## config.mk

```make
export PLATFORM = sky130hd
export DESIGN_NAME = sync_fifo_flex
export DESIGN_NICKNAME = d
export VERILOG_FILES = /design/src/rtl/sync_fifo_flex.sv
export SDC_FILE = /design/constraint.sdc
export NUM_CORES = 1
export LEC_CHECK = 0
export BUFFER_PORTS_ARGS = -buffer_cell sky130_fd_sc_hd__buf_4
export CAP_MARGIN = 40
export CORE_ASPECT_RATIO = 0.9
export CORE_UTILIZATION = 40
export DETAILED_ROUTE_END_ITERATION = 7
export GPL_TIMING_DRIVEN = 0
export SYNTH_ARGS = -nofsm -noshare
export SYNTH_HDL_FRONTEND = slang
export SYNTH_SLANG_ARGS = --single-unit
```

## constraint.sdc

```tcl
create_clock -name wclk -period 4.2 [get_ports wclk]
set_input_delay 0.21 -clock wclk [delete_from_list [all_inputs] [get_ports wclk]]
set_output_delay 0.21 -clock wclk [all_outputs]
set_load 0.02 [all_outputs]
```

## src/rtl/sync_fifo_flex.sv

```systemverilog
// sync_fifo_flex: single-clock FIFO with occupancy count, programmable
// almost-full/almost-empty thresholds, sticky overflow/underflow flags and
// an optional first-word-fall-through read port.
//
// Occupancy (level) is the single source of truth for full/empty. Every
// status flag is registered from the next-cycle level, so the flags are
// valid in the cycle after the edge that changed them.

module sync_fifo_flex #(
   parameter int DSIZE  = 8,
   parameter int ASIZE  = 4,
   parameter int AF_LVL = 12,
   parameter int AE_LVL = 2,
   parameter int FWFT   = 0
) (
   input  logic             wclk,
   input  logic             wrst_n,
   input  logic             winc,
   input  logic [DSIZE-1:0] wdata,
   output logic             wfull,
   output logic             walmost_full,
   input  logic             rinc,
   output logic [DSIZE-1:0] rdata,
   output logic             rempty,
   output logic             ralmost_empty,
   output logic [ASIZE:0]   level,
   output logic             overflow,
   output logic             underflow,
   input  logic             clr_err
);

   localparam int             DEPTH   = 1 << ASIZE;
   localparam logic [ASIZE:0] DEPTH_C = (ASIZE+1)'(DEPTH);
   localparam logic [ASIZE:0] AF_C    = (ASIZE+1)'(AF_LVL);
   localparam logic [ASIZE:0] AE_C    = (ASIZE+1)'(AE_LVL);
   localparam logic [ASIZE:0] LVL_ONE = (ASIZE+1)'(1'b1);
   localparam logic [ASIZE:0] LVL_ZERO = (ASIZE+1)'(1'b0);
   localparam logic [ASIZE-1:0] PTR_ONE  = ASIZE'(1'b1);
   localparam logic [ASIZE-1:0] PTR_ZERO = ASIZE'(1'b0);

   // Storage and state
   logic [DSIZE-1:0] mem_r [DEPTH];
   logic [ASIZE-1:0] wptr_r;
   logic [ASIZE-1:0] rptr_r;
   logic [ASIZE:0]   level_r;
   logic [DSIZE-1:0] rdata_r;
   logic             wfull_r;
   logic             rempty_r;
   logic             walmost_full_r;
   logic             ralmost_empty_r;
   logic             overflow_r;
   logic             underflow_r;

   // Next-state helpers
   logic             we_s;
   logic             re_s;
   logic [ASIZE:0]   level_nxt_s;
   logic [ASIZE-1:0] wptr_nxt_s;
   logic [ASIZE-1:0] rptr_nxt_s;
   logic [DSIZE-1:0] head_s;
   logic             overflow_nxt_s;
   logic             underflow_nxt_s;

   // Accept/reject decisions, next occupancy, next pointers and FWFT head word
   always_comb begin
      we_s            = winc && !wfull_r;
      re_s            = rinc && !rempty_r;
      level_nxt_s     = level_r;
      wptr_nxt_s      = wptr_r;
      rptr_nxt_s      = rptr_r;
      head_s          = mem_r[rptr_r];
      overflow_nxt_s  = overflow_r;
      underflow_nxt_s = underflow_r;

      if (we_s && !re_s) begin
         level_nxt_s = level_r + LVL_ONE;
      end else if (re_s && !we_s) begin
         level_nxt_s = level_r - LVL_ONE;
      end else begin
         level_nxt_s = level_r;
      end

      if (we_s) begin
         wptr_nxt_s = wptr_r + PTR_ONE;
      end else begin
         wptr_nxt_s = wptr_r;
      end

      if (re_s) begin
         rptr_nxt_s = rptr_r + PTR_ONE;
      end else begin
         rptr_nxt_s = rptr_r;
      end

      // When the write lands exactly on the next head slot, no older word
      // remains, so the head must come straight from wdata (memory is not
      // yet written at this edge).
      if (we_s && (wptr_r == rptr_nxt_s)) begin
         head_s = wdata;
      end else begin
         head_s = mem_r[rptr_nxt_s];
      end

      // A new error at the same edge as clr_err wins over the clear.
      if (winc && wfull_r) begin
         overflow_nxt_s = 1'b1;
      end else if (clr_err) begin
         overflow_nxt_s = 1'b0;
      end else begin
         overflow_nxt_s = overflow_r;
      end

      if (rinc && rempty_r) begin
         underflow_nxt_s = 1'b1;
      end else if (clr_err) begin
         underflow_nxt_s = 1'b0;
      end else begin
         underflow_nxt_s = underflow_r;
      end
   end

   // Storage array write; contents are intentionally not reset
   always_ff @(posedge wclk) begin
      if (we_s) begin
         mem_r[wptr_r] <= wdata;
      end
   end

   // Pointers, occupancy and registered status flags
   always_ff @(posedge wclk or negedge wrst_n) begin
      if (!wrst_n) begin
         wptr_r          <= PTR_ZERO;
         rptr_r          <= PTR_ZERO;
         level_r         <= LVL_ZERO;
         wfull_r         <= 1'b0;
         rempty_r        <= 1'b1;
         walmost_full_r  <= 1'b0;
         ralmost_empty_r <= 1'b1;
         overflow_r      <= 1'b0;
         underflow_r     <= 1'b0;
      end else begin
         wptr_r          <= wptr_nxt_s;
         rptr_r          <= rptr_nxt_s;
         level_r         <= level_nxt_s;
         wfull_r         <= (level_nxt_s == DEPTH_C);
         rempty_r        <= (level_nxt_s == LVL_ZERO);
         walmost_full_r  <= (level_nxt_s >= AF_C);
         ralmost_empty_r <= (level_nxt_s <= AE_C);
         overflow_r      <= overflow_nxt_s;
         underflow_r     <= underflow_nxt_s;
      end
   end

   // Read data register: popped word (standard) or upcoming head word (FWFT)
   always_ff @(posedge wclk or negedge wrst_n) begin
      if (!wrst_n) begin
         rdata_r <= {DSIZE{1'b0}};
      end else if (FWFT != 0) begin
         if (level_nxt_s != LVL_ZERO) begin
            rdata_r <= head_s;
         end
      end else if (re_s) begin
         rdata_r <= mem_r[rptr_r];
      end
   end

   assign wfull         = wfull_r;
   assign rempty        = rempty_r;
   assign walmost_full  = walmost_full_r;
   assign ralmost_empty = ralmost_empty_r;
   assign level         = level_r;
   assign rdata         = rdata_r;
   assign overflow      = overflow_r;
   assign underflow     = underflow_r;

endmodule

```

Word-level counts from Yosys, hierarchy flattened
Memory sizes are Yosys's and may differ from the RTL's. A register that Yosys moved wholly into a read port is not among the register bits.
Index checks and enable logic that the tools add are counted.
- $add $sub $neg: 4
- magnitude comparators: 2
- equality and inequality tests: 1
- mux-type cells: 7
- reductions and logical operators: 14
- operators by type and width (cell ; number):
    5-bit two-way mux ; 2
    4-bit by 1-bit adder with 4-bit output (second input constant) ; 2
    1-bit logical AND ; 6
    5-bit by 1-bit adder with 5-bit output (second input constant) ; 1
    5-bit equality test (second input constant) ; 1
    5-bit by 4-bit greater-or-equal comparator with 1-bit output (second input constant) ; 1
    5-bit by 2-bit <= comparator with 1-bit output (second input constant) ; 1
    1-bit logical NOT ; 5
    5-bit logical NOT ; 1
    1-bit two-way mux ; 5
    5-bit by 1-bit subtractor with 5-bit output (second input constant) ; 1
    2-bit nonzero test ; 2
- bits in registers: 19
- bits in writable memories: 128
- input bits: 13
- logic and storage cells: 38
- memories kept: 1
- memory list (name ; depth ; width ; read ports ; clocked after Yosys merged registers in ; wr ports ; line ; source):
    mem_r ; 16 ; 8 ; 1 ; 1 ; 1 ; 42 ; logic [DSIZE-1:0] mem_r [DEPTH];

Longest topological paths before layout
Gate-level depths: netlist of run 1.
- depth after elaboration: 7
- mapped depth: 8
- depth with buffers taken out: 7

Worst setup path after synthesis of run 1
OpenSTA, ideal clock, no wires.
- path kind: register -> register
- start point: register rempty_r (netlist: rempty)
- end point: register ralmost_empty_r (netlist: ralmost_empty)
- arrival: 1.692 ns
- setup slack: 2.404 ns
- cell stages (with the launch flop): 7
- buffers on the path: 0
- cells stage by stage: dfstp_2 -> and2b_1 -> nor3_1 -> a31oi_4 -> xor2_2 -> inv_2 -> a2111oi_2
- cells in the longest elaborated chain, start to end: 6
- RTL lines (item ; line ; source):
    from (decl) ; 48 ; logic rempty_r;
    from (signal assigned) ; 146 ; rempty_r <= (level_nxt_s == LVL_ZERO);
    1-bit logical NOT * ; 67 ; re_s = rinc && !rempty_r;
    1-bit logical AND * ; 67 ;
    1-bit logical AND or 1-bit logical NOT (tied branches) ; 77, 75 ;
    5-bit two-way mux or 1-bit logical AND (tied branches) ; 77, 75 ;
    5-bit two-way mux * ; 75 ; if (we_s && !re_s) begin
    named net level_nxt_s[4] ; 57 ; logic [ASIZE:0] level_nxt_s;
    5-bit by 2-bit <= comparator with 1-bit output * ; 148 ; ralmost_empty_r <= (level_nxt_s <= AE_C);
    to (signal assigned) ; 148 ;
    to (decl) ; 50 ; logic ralmost_empty_r;
Mark *: on every way through the listed nets, which the timed path passes. The rest lies on a longest branch.
A chain may end at the register's enable or synchronous reset.

==> results.md, run 1 <==
- Outcome: completed
- Pre-CTS WS: 2.199 ns
- Synth cell types: 39
- First-pass GRT wire length: 19,690 um
- Worst path cell trace: clkbuf_1 > buf_4 > buf_6 > buf_6 > mux2i_1 > o22ai_1 > nor3_1 > a21oi_1
- Worst slew margin: 0.5520
- Clk pin slew, worst setup/hold paths: ~0.060 ns
- Layout Utilization: 0.4793
- # setup viols final: 0
- Period utilization: 0.4859
- Crit path capture type: register
- Multi-input logic area: about 1600 um^2
- Initial drt markers: 334
- Cts bufs inserted: 17
- Drt drc: 0
- R2r startpoint: rptr_r[0]$_DFFE_PN0P_
- Clk_skew: 0.008970 ns
- Initial antenna violation count: 0
- Initial Util: 0.4087
- Worst-path maximum fanout: 10
- Hold Vio Cnt, Final: 0
- H-tree levels: 4
- Core footprint: roughly 15,000 um^2
- Post-route ant nets: 0
- Die height: 121.2 um
- Worst setup SP type: register
- Post-Route WL: 12,800 um
- Crit path buffers/inverters: 4
- CTS tree: yes
- Root Buffer: clkbuf_16
- Commonest non-fill, non-tap cell in the layout: edfxtp_1
- Worst Setup SP: rptr_r[0]$_DFFE_PN0P_
- Most frequent cells in the layout: 128 x edfxtp_1, 64 x mux2i_1, 37 x buf_4, 25 x dfrtp_1, 24 x o22ai_1
- Die X: 134.4 um
- GRT Total Usage: 0.1709
- Largest net degree at the start of global routing: 28
- Least-Margin Pin Slew: between 0.6 and 0.7 ns
- Die ar.: 16,290 um^2
- Data arrival time of the critical path: 2.31 ns
- N_diodes: 0
- Synthesized area: 6311 um^2
- Hold WC Path Type: in -> reg
- Clock buffer depth: 2
- WP data required: ~4.5 ns
- PwrDens: 707.7 nW/um^2
- Crit Path Class: reg -> reg
- Post-Syn Nets: 418
- CTS-repair resized insts: 0
- Peak supply drop: 0.3757 mV
- Crit-path slowest cell: dfrtp_1
- Sequential share of the synthesized area: 0.7165
- Clk Latency, worst-skew pair: 0.41 ns
- Flops & latches, synth: 155
- Number of I/O port buffers: 31
- Filler cells: approximately 1,300
- Min Tclk post-route: 2.041 ns
- FMAX: 490.1 MHz
- Mean Syn Cell Area: 15.86 um^2
- Max Cap Viol: 0
- GPL Wtd Cong: 0.7615
- Slew Limit Fails: 0
- Detailed placement HPWL: 8413 um
- Setup TNS: 0 ns
- IO Count: 32
- Leak: 0.002720 uW
- Reg area: 4522 um^2
- First-pass DRT Iterations: 4
- Fraction of layout cells with a size suffix above 1: 0.1814
- Post-CTS Hold Buffers: 2
- Area grow syn2layout: 17.27%
- Yosys warns: 0
- Top delay family on crit path: buffers and inverters
- DR vias/cell: about 5.1
- Cell mode on critical path: buf_6
- TritonCTS Sinks: 155
- Post-CTS setup buffers: 0
- Min setup slack post-route: 2.159 ns
- Post-DR wirelength/cell: 19.24 um
- NumNets Final: 470
- Syn Inst Count: 398
- Number of global-route vias before repair: 3,424
- Hold Crit Start: winc
- CP peak stage delay: about 0.34 ns
- Unrepaired setup endpoints after global routing: false
- Global route overflow: 0
- Num rows: 43
- Total number of vias: 3,402
## report_power, final
group          switching [uW]  total [uW]  internal, uW
logic                     970        1650           678
clock network             572        1500           932
registers                 161        2090          1920
total                    1700        5240          3530
## synth_stat cells
master	number	area (um^2)
edfxtp_1	128	3844
mux2i_1	64	640.6
dfrtp_1	25	625.6
o22ai_1	24	150.1
o21ai_0	19	95.09
and2_1	16	100.1
nor2_1	14	52.55
nor3_1	11	55.05
nand2_1	10	37.54
a21oi_1	8	40.04
ha_1	7	87.58
or4_1	7	52.55
xnor2_1	7	61.31
buf_4	6	45.04
inv_1	6	22.52
clkbuf_1	5	18.77
buf_2	4	20.02
buf_6	4	45.04
nand2b_1	4	25.02
nor4_1	4	25.02
a22oi_1	2	15.01
and2b_1	2	15.01
and3_1	2	12.51
dfstp_2	2	52.55
nand4_1	2	12.51
xnor2_2	2	32.53
a2111oi_2	1	15.01
a211oi_1	1	7.510
a21o_1	1	7.510
a31oi_4	1	21.27
inv_2	1	3.750
mux2_2	1	11.26
nand3_1	1	5.000
nor2_2	1	6.260
nor2_4	1	11.26
nor3b_1	1	7.510
o32ai_1	1	8.760
or2_1	1	6.260
xor2_2	1	16.27
## worst register-to-register path, delay by kind of cell (launching register included)
kind                   cells  cell delay [ns]
buffers and inverters      4             0.78
DFF                        1             0.34
and+or+nand+nor            1             0.31
AOI/OAI and AO/OA          2             0.26
muxes                      1             0.21
## cells by family (layout without fill, tap and decap cells)
family                   Yosys count  count (layout)  share of synthesized area
adder cells (fa/ha/maj)            7               7                    0.01388
buffers and inverters             26              91                    0.02458
XOR/XNOR                          10              10                    0.01745
flip-flops                       155             155                     0.7165
multiplexers                      65              65                     0.1033
AO/OA/AOI/OAI                     58              58                    0.05710
AND/OR/NAND/NOR                   77              77                    0.06721
## cell type report
type | instances | area share
Sequential cell | 155 | 0.6110
Multi-Input combinational cell | 217 | 0.2208
Clock buffer | 21 | 0.05951
Timing Repair Buffer | 33 | 0.03415
Tap cell | 202 | 0.03415
Clock inverter | 11 | 0.01944
Buffer | 19 | 0.01741
Inverter | 7 | 0.003550
## registers in the layout, summed over array words and instances, names as in the netlist, 4 cells and up
register	count
level	5
mem_r	128
rdata	8
rptr_r	4
wptr_r	4
## per-stage QoR
stage               total power (uW)  hold slack [ns]  std cells  instance area [um^2]
floorplan                       3228         -0.08559        398                  6311
global placement                3737           0.1468        631                  6797
global route                    5502          0.01738        665                  7401
detailed placement              3769           0.1535        631                  6797
CTS                             5290         0.005776        665                  7401
finish                          5237          0.02334        665                  7401
## metal layers
metal / vias to the layer above / part of all wire / GRT usage
met5: - / 0 / 0
met2: 83 / 0.47 / 0.2536
met4: 0 / 0.0035 / 0.05618
met3: 2 / 0.053 / 0.04845
li1: 1628 / - / -
met1: 1689 / 0.48 / 0.2420
## final timing paths
check / to / slack, ns / cells past startpoint
min in group asynchronous: wptr_r[3]$_DFFE_PN0P_ / 0.26 / 2
setup reg to reg: rdata[5]$_DFFE_PN0P_ / 2.16 / 8
setup / recovery: rdata[5]$_DFFE_PN0P_ / 2.16 / 8
max in group asynchronous: rempty$_DFF_PN1_ / 3.63 / 2
hold reg to reg: overflow$_DFFE_PN0P_ / 0.52 / 2
hold / removal: overflow$_DFFE_PN0P_ / 0.02 / 3
(Power assumes the default switching activity.)
==> inputs of run 2 (changes only) <==
- clock period: 4.2 -> 2.05 ns (I/O delays scaled with it)
==> run 2 against run 1 <==
Net effect: sequential power increased by 100%; count of clock-buffer cells in the layout stayed put; highest routed layer unchanged; worst setup slack lost 2.0 ns; register-to-register slack got worse by 2.0 ns; first-iteration DRC count decreased by 9.6%; total power up 110%; global-route usage increased by 0.056 points; critical path depth down 1.
==> results.md, run 2 (synthesis results as in run 1) <==
- First-pass GRT wire length: 19,780 um
- Pre-CTS WS: 0.04924 ns
- Number of I/O port buffers: 31
- R2r startpoint: rptr_r[0]$_DFFE_PN0P_
- Layout Utilization: 0.4837
- # setup viols final: 0
- NumNets Final: 474
- Die ar.: 16,290 um^2
- Worst path cell trace: clkbuf_1 > clkbuf_4 > mux2i_1 > o22ai_1 > or4_1 > o21ai_0 > a21oi_1
- Initial antenna violation count: 0
- Peak supply drop: 0.7731 mV
- Initial drt markers: roughly 300
- Min setup slack post-route: about 0.14 ns
- Hold Vio Cnt, Final: 0
- Multi-input logic area: 1652 um^2
- Slew Limit Fails: 0
- FMAX: 524.7 MHz
- Filler cells: 1,302
- Number of global-route vias before repair: 3,450
- Worst-path maximum fanout: 10
- Flip-flop count of the largest register after layout: 128
- PwrDens: 1447 nW/um^2
- Core footprint: 15,440 um^2
- Post-route ant nets: 0
- Cts bufs inserted: 17
- WP data required: 2.34 ns
- Met2 usage: 0.2549
- Grt met3 use: 0.04845
- TritonCTS Sinks: 155
- CP peak stage delay: just over 0.5 ns
- Hold Crit Start: wdata[5]
- Area grow syn2layout: 18.34%
- Reg2reg path depth: 7
- Setup TNS: 0 ns
- IO Count: 32
- Num rows: 43
- Fraction of layout cells with a size suffix above 1: 0.1906
- Least-Margin Pin Slew: roughly 0.73 ns
- Drt drc: 0
- Post-DR wirelength/cell: 19.14 um
- Max Cap Viol: 0
- Crit path buffers/inverters: 2
- Min Tclk post-route: 1.906 ns
- Hold WC Path Type: in -> reg
- First-pass DRT Iterations: 5
- Largest net degree at the start of global routing: 28
- Detailed placement HPWL: 8413 um
- Reg2reg end: rdata[1]$_DFFE_PN0P_
- Setup slack, reg-to-reg: between 0.1 and 0.15 ns
- Clock buffer depth: 2
- Unrepaired setup endpoints after global routing: false
- Most flops, register: mem_r
- Most frequent cells in the layout: 128 x edfxtp_1, 64 x mux2i_1, 36 x buf_4, 25 x dfrtp_1, 24 x o22ai_1
- GRT Total Usage: 0.1715
- Total number of vias: approximately 3,400
- Post-Route WL: 12,810 um
- N_diodes: 0
- DR vias/cell: around 5.1
- Leak: 0.002749 uW
- H-tree levels: 4
- Top delay family on crit path: simple AND/OR/NAND/NOR gates
- Worst slew margin: 0.5136
- Clk_skew: around 0.0094 ns
- Root Buffer: clkbuf_16
- Worst hold slack: 0.008679 ns
- Period utilization: 0.9298
- Reg area: 4522 um^2
- Global route overflow: 0
- Clk Latency, worst-skew pair: 0.42 ns
- Initial Util: 0.4087
- Hold Path Depth: 1
- Clk pin slew, worst setup/hold paths: 0.06 ns
- Grt peak-use layer: met2
- End of the worst hold path: mem_r[0][5]$_DFFE_PP_
- CTS tree: yes
- Data arrival time of the critical path: 2.20 ns
- Met1 GRT Util: 0.2425
- Crit Path Class: reg -> reg
- Die X: about 130 um
- Worst setup SP type: register
- Die height: 121.2 um
- Commonest non-fill, non-tap cell in the layout: edfxtp_1
- Crit-path slowest cell: or4_1
- Crit path capture type: register
- Outcome: completed
- GPL Wtd Cong: approximately 0.76
==> run 2: changes by cell type in the layout (fill, tap and decap cells not counted) <==
cell / change
buf_2: -2
buf_4: -1
buf_6: +1
clkbuf_1: -1
clkbuf_2: +1
clkbuf_4: +2
dlygate4sd3_1: +4
nand2b_1: -1
nand2b_2: +1
nor3_1: -3
nor3_2: +3
==> run 2: power by group <==
| group | switching (uW) | internal [uW] | total (uW) |
|---|---|---|---|
| sequential | 335 | 3940 | 4280 |
| clock | 1180 | 1910 | 3090 |
| combinational | 2010 | 1430 | 3440 |
| total | 3520 | 7280 | 10800 |
==> run 2: worst max path at each step <==
stage / slack, ns / depth (start not counted) / end / startpoint
6_report: 0.14 / 7 / rdata[1]$_DFFE_PN0P_ / rptr_r[0]$_DFFE_PN0P_
5_1_grt: 0.01 / 8 / rdata[4]$_DFFE_PN0P_ / rptr_r[0]$_DFFE_PN0P_
4_1_cts: 0.002 / 8 / rdata[5]$_DFFE_PN0P_ / rptr_r[0]$_DFFE_PN0P_
3_5_place_dp: 0.05 / 8 / rdata[3]$_DFFE_PN0P_ / rptr_r[0]$_DFFE_PN0P_
3_3_place_gp: 0.07 / 7 / rdata[1]$_DFFE_PN0P_ / rptr_r[0]$_DFFE_PN0P_
2_1_floorplan: 0.25 / 6 / ralmost_empty$_DFF_PN1_ / rempty$_DFF_PN1_
==> run 2: final cells by class <==
class / instances / share of cell area
multi-input cells: 217 / 0.2211
well taps: 202 / 0.03384
plain buffers: 19 / 0.01860
inverters: 7 / 0.003518
clock buffers: 21 / 0.05897
flip-flops and latches: 155 / 0.6055
repair buffers: 37 / 0.03920
clock inverters: 11 / 0.01927
==> run 2: repair_timing <==
item / 4_1_cts / 5_1_grt
gates resized for setup: 0 / 9
buffers inserted: 0 / 0
endpoints found under the hold margin: 61 / 0
endpoints found under the setup margin: 0 / 6
hold buffers: 6 / 0
==> run 2: through the flow <==
step           power [uW]  cell area [um^2]  std cells
3_5_place_dp         7721              6797        631
2_1_floorplan        6612              6311        398
6_report            10810              7468        669
4_1_cts             10850              7441        669
5_1_grt             11340              7468        669
3_3_place_gp         7656              6797        631
==> run 2: metal layers <==
layer  up-vias  share of wire
li1       1637              -
met4         0         0.0080
met3         8          0.043
met5         -              0
met1      1723           0.49
met2        69           0.46
